File: src/rtl/reg_exec_ctrl_pkg.sv
// Shared constants for the register-bank execution controller.
package reg_exec_pkg;

    localparam int unsigned DATA_W_DEF = 8;
    localparam int unsigned ADDR_W_DEF = 3;

    localparam logic [2:0] OP_MOVI = 3'd0;
    localparam logic [2:0] OP_MOV  = 3'd1;
    localparam logic [2:0] OP_ADD  = 3'd2;
    localparam logic [2:0] OP_SUB  = 3'd3;
    localparam logic [2:0] OP_AND  = 3'd4;
    localparam logic [2:0] OP_OR   = 3'd5;
    localparam logic [2:0] OP_XOR  = 3'd6;
    localparam logic [2:0] OP_CMP  = 3'd7;

    localparam logic [1:0] ST_IDLE = 2'd0;
    localparam logic [1:0] ST_READ = 2'd1;
    localparam logic [1:0] ST_EXEC = 2'd2;
    localparam logic [1:0] ST_WB   = 2'd3;

endpackage

File: src/rtl/reg_exec_ctrl_if.sv
// Instruction handshake and register-bank port bundles.
interface reg_exec_ins_if
    import reg_exec_pkg::*;
#(
    parameter int unsigned DATA_W = DATA_W_DEF,
    parameter int unsigned ADDR_W = ADDR_W_DEF
);
    logic              ins_valid;
    logic              ins_ready;
    logic [2:0]        ins_op;
    logic [ADDR_W-1:0] ins_rd;
    logic [ADDR_W-1:0] ins_ry;
    logic [DATA_W-1:0] ins_imm;

    modport master (output ins_valid, ins_op, ins_rd, ins_ry, ins_imm, input ins_ready);
    modport slave  (input ins_valid, ins_op, ins_rd, ins_ry, ins_imm, output ins_ready);
endinterface

interface reg_exec_bank_if
    import reg_exec_pkg::*;
#(
    parameter int unsigned DATA_W = DATA_W_DEF,
    parameter int unsigned ADDR_W = ADDR_W_DEF
);
    logic [2*ADDR_W-1:0] sel_reg;
    logic                w;
    logic [DATA_W-1:0]   dw;
    logic [DATA_W-1:0]   rx;
    logic [DATA_W-1:0]   ry;

    modport master (output sel_reg, w, dw, input rx, ry);
    modport slave  (input sel_reg, w, dw, output rx, ry);
endinterface

File: src/rtl/reg_exec_ctrl_alu.sv
// Combinational ALU: one extra result bit carries ADD carry-out / SUB borrow.
module reg_exec_alu
    import reg_exec_pkg::*;
#(
    parameter int unsigned DATA_W = DATA_W_DEF
) (
    input  logic [2:0]        op,
    input  logic [DATA_W-1:0] a,
    input  logic [DATA_W-1:0] b,
    input  logic [DATA_W-1:0] imm,
    output logic [DATA_W:0]   res,
    output logic              wr_en
);

    // Operation select; operands are zero-extended so the top bit is the carry/borrow
    always_comb begin
        res   = '0;
        wr_en = 1'b1;
        case (op)
            OP_MOVI: res = {1'b0, imm};
            OP_MOV:  res = {1'b0, b};
            OP_ADD:  res = {1'b0, a} + {1'b0, b};
            OP_SUB:  res = {1'b0, a} - {1'b0, b};
            OP_AND:  res = {1'b0, a & b};
            OP_OR:   res = {1'b0, a | b};
            OP_XOR:  res = {1'b0, a ^ b};
            OP_CMP: begin
                res   = {1'b0, a} - {1'b0, b};
                wr_en = 1'b0;
            end
            default: res = '0;
        endcase
    end

endmodule

File: src/rtl/reg_exec_ctrl.sv
// Four-phase (IDLE/READ/EXEC/WB) instruction executor driving the register bank.
module reg_exec_ctrl
    import reg_exec_pkg::*;
#(
    parameter int unsigned DATA_W = DATA_W_DEF,
    parameter int unsigned ADDR_W = ADDR_W_DEF
) (
    input  logic              clk,
    input  logic              rst,
    reg_exec_ins_if.slave     ins,
    reg_exec_bank_if.master   bank,
    output logic [DATA_W-1:0] result,
    output logic              flag_z,
    output logic              flag_c,
    output logic              done
);

    logic [1:0]        state_q, state_d;
    logic [2:0]        op_q, op_d;
    logic [ADDR_W-1:0] rd_q, rd_d, ry_q, ry_d;
    logic [DATA_W-1:0] imm_q, imm_d;
    logic [DATA_W-1:0] opa_q, opa_d, opb_q, opb_d;
    logic [DATA_W-1:0] res_q, res_d;
    logic              fz_q, fz_d, fc_q, fc_d;
    logic [DATA_W:0]   alu_res;
    logic              alu_wr;

    reg_exec_alu #(.DATA_W(DATA_W)) u_alu (
        .op    (op_q),
        .a     (opa_q),
        .b     (opb_q),
        .imm   (imm_q),
        .res   (alu_res),
        .wr_en (alu_wr)
    );

    // Handshake and bank outputs decode straight from state so reset clears w/done asynchronously
    assign ins.ins_ready = (state_q == ST_IDLE);
    assign bank.sel_reg  = {ry_q, rd_q};
    assign bank.dw       = res_q;
    assign bank.w        = (state_q == ST_WB) && alu_wr;
    assign done          = (state_q == ST_WB);
    assign result        = res_q;
    assign flag_z        = fz_q;
    assign flag_c        = fc_q;

    // Next-state, instruction capture, operand latch and result/flag update
    always_comb begin
        state_d = state_q;
        op_d    = op_q;
        rd_d    = rd_q;
        ry_d    = ry_q;
        imm_d   = imm_q;
        opa_d   = opa_q;
        opb_d   = opb_q;
        res_d   = res_q;
        fz_d    = fz_q;
        fc_d    = fc_q;
        case (state_q)
            ST_IDLE: begin
                if (ins.ins_valid) begin
                    op_d    = ins.ins_op;
                    rd_d    = ins.ins_rd;
                    ry_d    = ins.ins_ry;
                    imm_d   = ins.ins_imm;
                    state_d = ST_READ;
                end
            end
            ST_READ: begin
                opa_d   = bank.rx;
                opb_d   = bank.ry;
                state_d = ST_EXEC;
            end
            ST_EXEC: begin
                res_d   = alu_res[DATA_W-1:0];
                fz_d    = (alu_res[DATA_W-1:0] == '0);
                fc_d    = alu_res[DATA_W];
                state_d = ST_WB;
            end
            default: state_d = ST_IDLE;
        endcase
    end

    // State and datapath registers with asynchronous active-low reset
    always_ff @(posedge clk or negedge rst) begin
        if (!rst) begin
            state_q <= ST_IDLE;
            op_q    <= '0;
            rd_q    <= '0;
            ry_q    <= '0;
            imm_q   <= '0;
            opa_q   <= '0;
            opb_q   <= '0;
            res_q   <= '0;
            fz_q    <= 1'b0;
            fc_q    <= 1'b0;
        end else begin
            state_q <= state_d;
            op_q    <= op_d;
            rd_q    <= rd_d;
            ry_q    <= ry_d;
            imm_q   <= imm_d;
            opa_q   <= opa_d;
            opb_q   <= opb_d;
            res_q   <= res_d;
            fz_q    <= fz_d;
            fc_q    <= fc_d;
        end
    end

endmodule

File: src/flat_wrapper.sv
// flat-port wrapper written by rule: the top's interface ports become plain ports
module reg_exec_ctrl_flat import reg_exec_pkg::*;
#(
    parameter int unsigned DATA_W = DATA_W_DEF,
    parameter int unsigned ADDR_W = ADDR_W_DEF
)
  (clk, rst, result, flag_z, flag_c, done, ins_ins_valid, ins_ins_op, ins_ins_rd, ins_ins_ry, ins_ins_imm, ins_ins_ready, bank_sel_reg, bank_w, bank_dw, bank_rx, bank_ry);
  reg_exec_ins_if #(.DATA_W(DATA_W), .ADDR_W(ADDR_W)) ins_i ();
  reg_exec_bank_if #(.DATA_W(DATA_W), .ADDR_W(ADDR_W)) bank_i ();
  input  logic clk;
  input  logic rst;
  output logic [DATA_W-1:0] result;
  output logic flag_z;
  output logic flag_c;
  output logic done;
  input wire logic [$bits(ins_i.ins_valid)-1:0] ins_ins_valid;
  input wire logic [$bits(ins_i.ins_op)-1:0] ins_ins_op;
  input wire logic [$bits(ins_i.ins_rd)-1:0] ins_ins_rd;
  input wire logic [$bits(ins_i.ins_ry)-1:0] ins_ins_ry;
  input wire logic [$bits(ins_i.ins_imm)-1:0] ins_ins_imm;
  output wire logic [$bits(ins_i.ins_ready)-1:0] ins_ins_ready;
  output wire logic [$bits(bank_i.sel_reg)-1:0] bank_sel_reg;
  output wire logic [$bits(bank_i.w)-1:0] bank_w;
  output wire logic [$bits(bank_i.dw)-1:0] bank_dw;
  input wire logic [$bits(bank_i.rx)-1:0] bank_rx;
  input wire logic [$bits(bank_i.ry)-1:0] bank_ry;
  assign ins_i.ins_valid = ins_ins_valid;
  assign ins_i.ins_op = ins_ins_op;
  assign ins_i.ins_rd = ins_ins_rd;
  assign ins_i.ins_ry = ins_ins_ry;
  assign ins_i.ins_imm = ins_ins_imm;
  assign ins_ins_ready = ins_i.ins_ready;
  assign bank_sel_reg = bank_i.sel_reg;
  assign bank_w = bank_i.w;
  assign bank_dw = bank_i.dw;
  assign bank_i.rx = bank_rx;
  assign bank_i.ry = bank_ry;
  reg_exec_ctrl #(.DATA_W(DATA_W), .ADDR_W(ADDR_W)) u_core (.clk(clk), .rst(rst), .ins(ins_i), .bank(bank_i), .result(result), .flag_z(flag_z), .flag_c(flag_c), .done(done));
endmodule
File: config.mk
export PLATFORM = sky130hd
export DESIGN_NAME = reg_exec_ctrl_flat
export DESIGN_NICKNAME = d
export VERILOG_FILES = /design/src/rtl/reg_exec_ctrl_pkg.sv /design/src/rtl/reg_exec_ctrl_if.sv /design/src/rtl/reg_exec_ctrl_alu.sv /design/src/rtl/reg_exec_ctrl.sv /design/src/flat_wrapper.sv
export SDC_FILE = /design/constraint.sdc
export NUM_CORES = 1
export LEC_CHECK = 0
export ABC_AREA = 1
export CORE_UTILIZATION = 40
export CTS_CLUSTER_SIZE = 40
export DETAILED_ROUTE_END_ITERATION = 10
export DONT_BUFFER_PORTS = 1
export HOLD_SLACK_MARGIN = 0.08
export SLEW_MARGIN = 10
export SYNTH_ARGS = -nofsm -noshare
export SYNTH_HDL_FRONTEND = slang
export SYNTH_SLANG_ARGS = --single-unit
export TNS_END_PERCENT = 50
File: constraint.sdc
create_clock -name clk -period 2.9 [get_ports clk]
set_input_delay 0.29 -clock clk [delete_from_list [all_inputs] [get_ports clk]]
set_output_delay 0.29 -clock clk [all_outputs]
set_load 0.02 [all_outputs]
==> results of run 1 <==
state kept, by name, summed over array words and instances, names as in the netlist:
name and count:
u_core.opb_q 8, u_core.bank.dw 8, u_core.state_q 2, u_core.rd_q 3, u_core.op_q 3, u_core.ry_q 3, u_core.opa_q 8, u_core.flag_c 1
u_core.imm_q 8, u_core.flag_z 1
worst max-delay path by stage:
stage | startpoint | to | slack, ps | cells past startpoint
detailed placement | u_core.opb_q[0] | u_core.flag_z | 250 | 18
CTS | u_core.opb_q[0] | u_core.flag_z | 240 | 17
floorplan | u_core.opb_q[0] | u_core.flag_z | 590 | 18
finish | u_core.opb_q[0] | u_core.flag_z | 290 | 17
global route | u_core.op_q[1] | u_core.flag_z | 10 | 18
global placement | u_core.opb_q[0] | u_core.flag_z | 300 | 17
repair_timing:
item,CTS,global route
endpoints found under the hold margin,45,0
buffers inserted,0,0
endpoints found under the setup margin,0,1
hold buffers,2,0
resized for setup,0,3
cells in the final DEF (no fill, tap or decap), types with 3 or more instances in the layout:
cell type,n
inv_2,4
nor2_1,28
a21oi_1,9
nand2_2,3
nand3_1,25
xor2_1,6
nand2_1,104
ha_1,29
o21ai_0,30
mux2_2,13
inv_1,55
dfrtp_1,45
or2_2,6
clkbuf_8,5
kinds of logic (layout without fill, tap and decap cells):
kind of cell | count (synthesis) | after routing
flip-flops | 45 | 45
XOR/XNOR | 6 | 6
buffers and inverters | 74 | 71
AO/OA/AOI/OAI | 48 | 48
AND/OR/NAND/NOR | 175 | 175
multiplexers | 13 | 13
adder cells (fa/ha/maj) | 30 | 30
per-layer routing:
metal,share of wire (%),vias up,wire (µm)
li1,-,1217,-
met1,47,1134,3239
met2,46,58,3159
met3,4.4,11,302
met4,2.1,0,147
met5,0,-,0
critical path, delay by kind of cell (launching register included):
family,cells,cell delay [ps]
adder cells (fa/ha/maj),2,510
AND/OR/NAND/NOR,9,960
XOR/XNOR,1,140
buffers and inverters,3,220
flip-flops,1,410
AO/OA/AOI/OAI,2,310
per-stage QoR:
stage	cells	worst slack [ps]	util (%)	hold WS [ps]
4_1_cts	487	235.5	43.97	94.76
3_5_place_dp	477	252.3	42.21	-4.983
3_3_place_gp	477	295.9	42.21	-4.850
2_1_floorplan	391	589.9	-	-5.591
5_1_grt	487	13.18	44.01	108.9
6_report	487	292.0	44.01	95.24
final cells by class:
| class | count | share of cell area (%) |
|---|---|---|
| multi-input cells | 272 | 49.43 |
| flip-flops and latches | 45 | 35.28 |
| inverters | 59 | 6.938 |
| well taps | 99 | 3.881 |
| clock buffers | 5 | 2.156 |
| repair buffers | 4 | 1.646 |
| clock inverters | 3 | 0.6664 |
==> run summary, run 1 <==
Clock buffer depth - 2
Core Region - 0.007253 mm²
Root Buffer Master - clkbuf_8
Slew @ Worst Pin - 781.1 ps
Unrepaired setup endpoints after global routing - no
Antenna cell count - 0
Die ar. - 0.007877 mm²
Pin count of the biggest net entering global routing - 46
Seq. cell area - 0.001126 mm²
DRC - 0
Gr ovfl total - 0
Met2 usage - 30.63%
Clock Skews - 7.956 ps
Global route hottest layer - met2
Crit Path Category - reg -> reg
DRT Wirelength - 6.848 mm
Slowest cell on the critical path - dfrtp_1
Post-synth top cells - 105 x nand2_1, 57 x inv_1, 45 x dfrtp_1
Die width - 88.75 µm
Startpoint Class - flop
Post-synthesis mux area share - 4.863%
Most numerous cell in the Yosys netlist - nand2_1
Tcrit/Tclk final - 89.93%
Post-Synth Simple-Gate Area - 24.52%
Nets@finish - 453
Synth Area in XOR/XNOR - 1.746%
Top post-synthesis cells by area - dfrtp_1 37%, nand2_1 13%, ha_1 12%
Distinct cells, synth - 29
Max Fclk - 0.3834 GHz
Top-area cell type share of the netlist area - 37.41%
Reg2Reg Setup Slack - 290 ps
DR vias/cell - 4.969
Final Max Slew Viols - 0
Max-capacitance violation count - 0
CP peak stage delay - 410 ps
Cells after synthesis - 391
Reg2reg end - u_core.flag_z
Hold path start - bank_ry[5]
Cell mode on critical path - nand2_1
Vias in the first global route - 2348
Crit-path max FO - 5
R2R cell count - 17
Worst-skew pair later-pin latency - 310 ps
Hold path depth - 2
Routed via count - 2420
Synth Warn # - 0
Worst Path Required - 3150 ps
Num CTS Buffers - 5
Hpwl dp - 5.363 mm
DR WL/cell - 14.06 µm
Hold endpoint - u_core.opb_q[5]
Met3 usage - 3.451%
Min-Delay Path Class - in -> reg
Netlist Area Pre-Place - 0.003010 mm²
# port buffers - 0
Initial Util - 41.50%
Fillers - 740
GR Util All Layers - 19.11%
Most used DFF post-synth - dfrtp_1
Final Hold Viols - 0
Worst-path cell chain - inv_2, ha_1, nand3_1, nor3_1, or2_2, xor2_1, inv_1, ha_1, nand2_1, inv_1, a21oi_1, nand3_1, nand3_1, nand2_1, a21oi_1, nand2_1, nand2_1
WP data arrival - 2860 ps
Sink Count - 45
Layout area overhead - 6.027%
Initial DRC Count - 165
TNS Setup - 0 ps
Seq/Total Area, Yosys - 37.41%
Setup violations, final - 0
Crit. End Element - flop
Syn nets - 457
Area fraction in compound gates after synthesis - 8.479%
Final GP Congestion - 0.9358
Met1 GRT Util - 25.98%
DP Area - 0.003062 mm²
Die Ht - 88.75 µm
Async SR Flop Fraction - 100.0%
Routed Antenna Nets - 0
H-tree levels - 2
Reg clk slew, reported paths - 90 ps
Initial antenna violation count - 0
TritonCTS clock tree - yes
Seq cells post-synth - 45
First-pass DRT Iterations - 4
First-pass GRT wire length - 11.34 mm
Syn Area/Cell - 7.699 µm²
Fraction of layout cells with a size suffix above 1 - 10.57%
Num ports - 63
Main combinational cell family by area after synthesis - simple AND/OR/NAND/NOR gates
Site Rows - 31
Worst rel slew slack - 47.80%
EDFF count, synth - 0
Area occupied by multi-input gates - 0.001578 mm²
Leading area contributor after synthesis - dfrtp_1
Finished Cell Area - 0.003192 mm²
Final critical-path required period - 2608 ps
Status - completed
FF-to-FF Start - u_core.opb_q[0]
Adder-cell share of the synthesized area - 12.72%
Power of run 1 is not shown: default switching activity piles up to over one toggle a cycle in this logic, so the estimate is an artifact.
==> run 2: changes to the inputs <==
--- a/config.mk
+++ b/config.mk
@@ -11,6 +11,7 @@
 export DETAILED_ROUTE_END_ITERATION = 10
 export DONT_BUFFER_PORTS = 1
 export HOLD_SLACK_MARGIN = 0.08
+export MAX_ROUTING_LAYER = met4
 export SLEW_MARGIN = 10
 export SYNTH_ARGS = -nofsm -noshare
 export SYNTH_HDL_FRONTEND = slang
==> run 2 against run 1 <==
  * Sequential cell count did not move
  * Non-clock buffer count did not move
  * Maximum frequency rose by 0.54%
  * Register-to-register slack is essentially flat
  * Critical path type unchanged
  * Largest cell class unchanged
==> run summary, run 2 (synthesis gave the netlist of run 1 again) <==
Worst Path Required - 3110 ps (was 3150 ps)
Met2 usage - 30.98% (was 30.63%)
GR Util All Layers - 19.81% (was 19.11%)
WP data arrival - 2800 ps (was 2860 ps)
Final Max Slew Viols - 0 (unchanged)
Crit. End Element - flop (unchanged)
Die width - 88.75 µm (unchanged)
Met1 GRT Util - 26.56% (was 25.98%)
Slowest cell on the critical path - dfrtp_1 (unchanged)
Dpl cells - 477 (unchanged)
Worst rel slew slack - 48.31% (was 47.80%)
Reg clk slew, reported paths - 100 ps (was 90 ps)
Clock Skews - 3.151 ps (was 7.956 ps)
Nets@finish - 453 (unchanged)
DRT Wirelength - 6.959 mm (was 6.848 mm)
H-tree levels - 2 (unchanged)
First-pass DRT Iterations - 5 (was 4)
Startpoint Class - flop (unchanged)
Min-Delay Path Class - in -> reg (unchanged)
Routed Antenna Nets - 0 (unchanged)
DP Area - 0.003062 mm² (unchanged)
# port buffers - 0 (unchanged)
Fillers - 747 (was 740)
Initial antenna violation count - 0 (unchanged)
Global route hottest layer - met2 (unchanged)
Final critical-path required period - 2594 ps (was 2608 ps)
Initial DRC Count - 95 (was 165)
Hpwl dp - 5.376 mm (was 5.363 mm)
Crit Path Category - reg -> reg (unchanged)
Fraction of layout cells with a size suffix above 1 - 10.57% (unchanged)
Worst-skew pair later-pin latency - 300 ps (was 310 ps)
Layout area overhead - 7.149% (was 6.027%)
Final Hold Viols - 0 (unchanged)
Antenna cell count - 0 (unchanged)
Kind of cell adding the most delay to the critical path - simple AND/OR/NAND/NOR gates (unchanged)
Bufs and invs on worst path - 3 (unchanged)
Initial Util - 41.50% (unchanged)
Cell mode on critical path - nand2_1 (unchanged)
Pin count of the biggest net entering global routing - 46 (unchanged)
Core Region - 0.007253 mm² (unchanged)
Max Fclk - 0.3855 GHz (was 0.3834 GHz)
Commonest non-fill, non-tap cells in the layout - 104 x nand2_1, 56 x inv_1, 45 x dfrtp_1 (was 104 x nand2_1, 55 x inv_1, 45 x dfrtp_1)
Slew @ Worst Pin - 773.5 ps (was 781.1 ps)
DRC - 0 (unchanged)
Final non-filler cell total - 487 (unchanged)
DR WL/cell - 14.29 µm (was 14.06 µm)
Num ports - 63 (unchanged)
Most common cell after layout, fill and taps aside - nand2_1 (unchanged)
Met3 usage - 2.705% (was 3.451%)
Final GP Congestion - 0.9378 (was 0.9358)
Tcrit/Tclk final - 89.45% (was 89.93%)
Crit-path max FO - 5 (unchanged)
Status - completed (unchanged)
DR vias/cell - 4.932 (was 4.969)
Worst-path cell chain - inv_1, ha_1, nand3_1, nor3_2, or2_2, xor2_1, inv_1, ha_1, nand2_1, inv_1, a21oi_1, nand2_1, nand2_1, nand3_1, nand2_1, a21oi_1, nand2_1, nand2_1 (was inv_2, ha_1, nand3_1, nor3_1, or2_2, xor2_1, inv_1, ha_1, nand2_1, inv_1, a21oi_1, nand3_1, nand3_1, nand2_1, a21oi_1, nand2_1, nand2_1)
CP peak stage delay - 400 ps (was 410 ps)
Root Buffer Master - clkbuf_8 (unchanged)
Seq. cell area - 0.001126 mm² (unchanged)
Clock buffer depth - 2 (unchanged)
Die Ht - 88.75 µm (unchanged)
Routed via count - 2402 (was 2420)
Finished Cell Area - 0.003226 mm² (was 0.003192 mm²)
TritonCTS clock tree - yes (unchanged)
Die ar. - 0.007877 mm² (unchanged)
First-pass GRT wire length - 11.34 mm (about the same)
Max-capacitance violation count - 0 (unchanged)
Gr ovfl total - 0 (unchanged)
Area occupied by multi-input gates - 0.001583 mm² (was 0.001578 mm²)
Sink Count - 45 (unchanged)
Num CTS Buffers - 5 (unchanged)
TNS Setup - 0 ps (unchanged)
Site Rows - 31 (unchanged)
Vias in the first global route - 2315 (was 2348)
Unrepaired setup endpoints after global routing - no (unchanged)
Setup violations, final - 0 (unchanged)
Postcts setup bufs - 0 (unchanged)
==> run 2: path summary, 6_finish.rpt <==
| check | start | to | slack, ps | depth (start not counted) |
|---|---|---|---|---|
| worst max-delay path | u_core.opb_q[1] | u_core.flag_z | 310 | 18 |
| max in group asynchronous | rst | u_core.opa_q[4] | 2200 | 2 |
| worst min register to register | u_core.imm_q[6] | u_core.imm_q[6] | 510 | 1 |
| worst max register to register | u_core.opb_q[1] | u_core.flag_z | 310 | 18 |
| worst min-delay path | bank_ry[5] | u_core.opb_q[5] | 90 | 2 |
| min in group asynchronous | rst | u_core.opa_q[7] | 480 | 2 |
==> run 2: repair_timing <==
item / in CTS / in global routing
hold endpoints to repair: 45 / 0
hold buffers: 2 / 0
endpoints found under the setup margin: 0 / 1
resized for setup: 0 / 3
==> run 2: metal layers <==
layer | share of wire, % | up-vias
met3 | 4.4 | 10
met4 | 1.8 | 0
li1 | - | 1225
met2 | 46 | 50
met5 | 0 | -
met1 | 48 | 1117
==> run 2: stage by stage <==
step	worst slack, ps	hold WS (ps)	util, %
CTS	243.0	86.79	44.37
detailed placement	259.5	-5.002	42.21
finish	306.0	93.55	44.47
global route	4.635	94.33	44.47
global placement	298.5	-4.836	42.21
floorplan	589.9	-5.591	-
==> run 2: layout make-up <==
class	instances	share of cell area, %
Timing Repair Buffer	4	1.629
Inverter	59	6.866
Clock buffer	5	2.133
Sequential cell	45	34.91
Clock inverter	3	1.552
Tap cell	99	3.840
Multi-Input combinational cell	272	49.07
Power of run 2 is left out for the same reason.
==> run 3: changes to the inputs <==
--- a/config.mk
+++ b/config.mk
@@ -12,6 +12,7 @@
 export DONT_BUFFER_PORTS = 1
 export HOLD_SLACK_MARGIN = 0.08
 export MAX_ROUTING_LAYER = met4
+export SKIP_LAST_GASP = 1
 export SLEW_MARGIN = 10
 export SYNTH_ARGS = -nofsm -noshare
 export SYNTH_HDL_FRONTEND = slang
==> results of run 3 <==
Final layout, timing and power as in run 2 (identical DEF).
Power of run 3 is left out for the same reason.
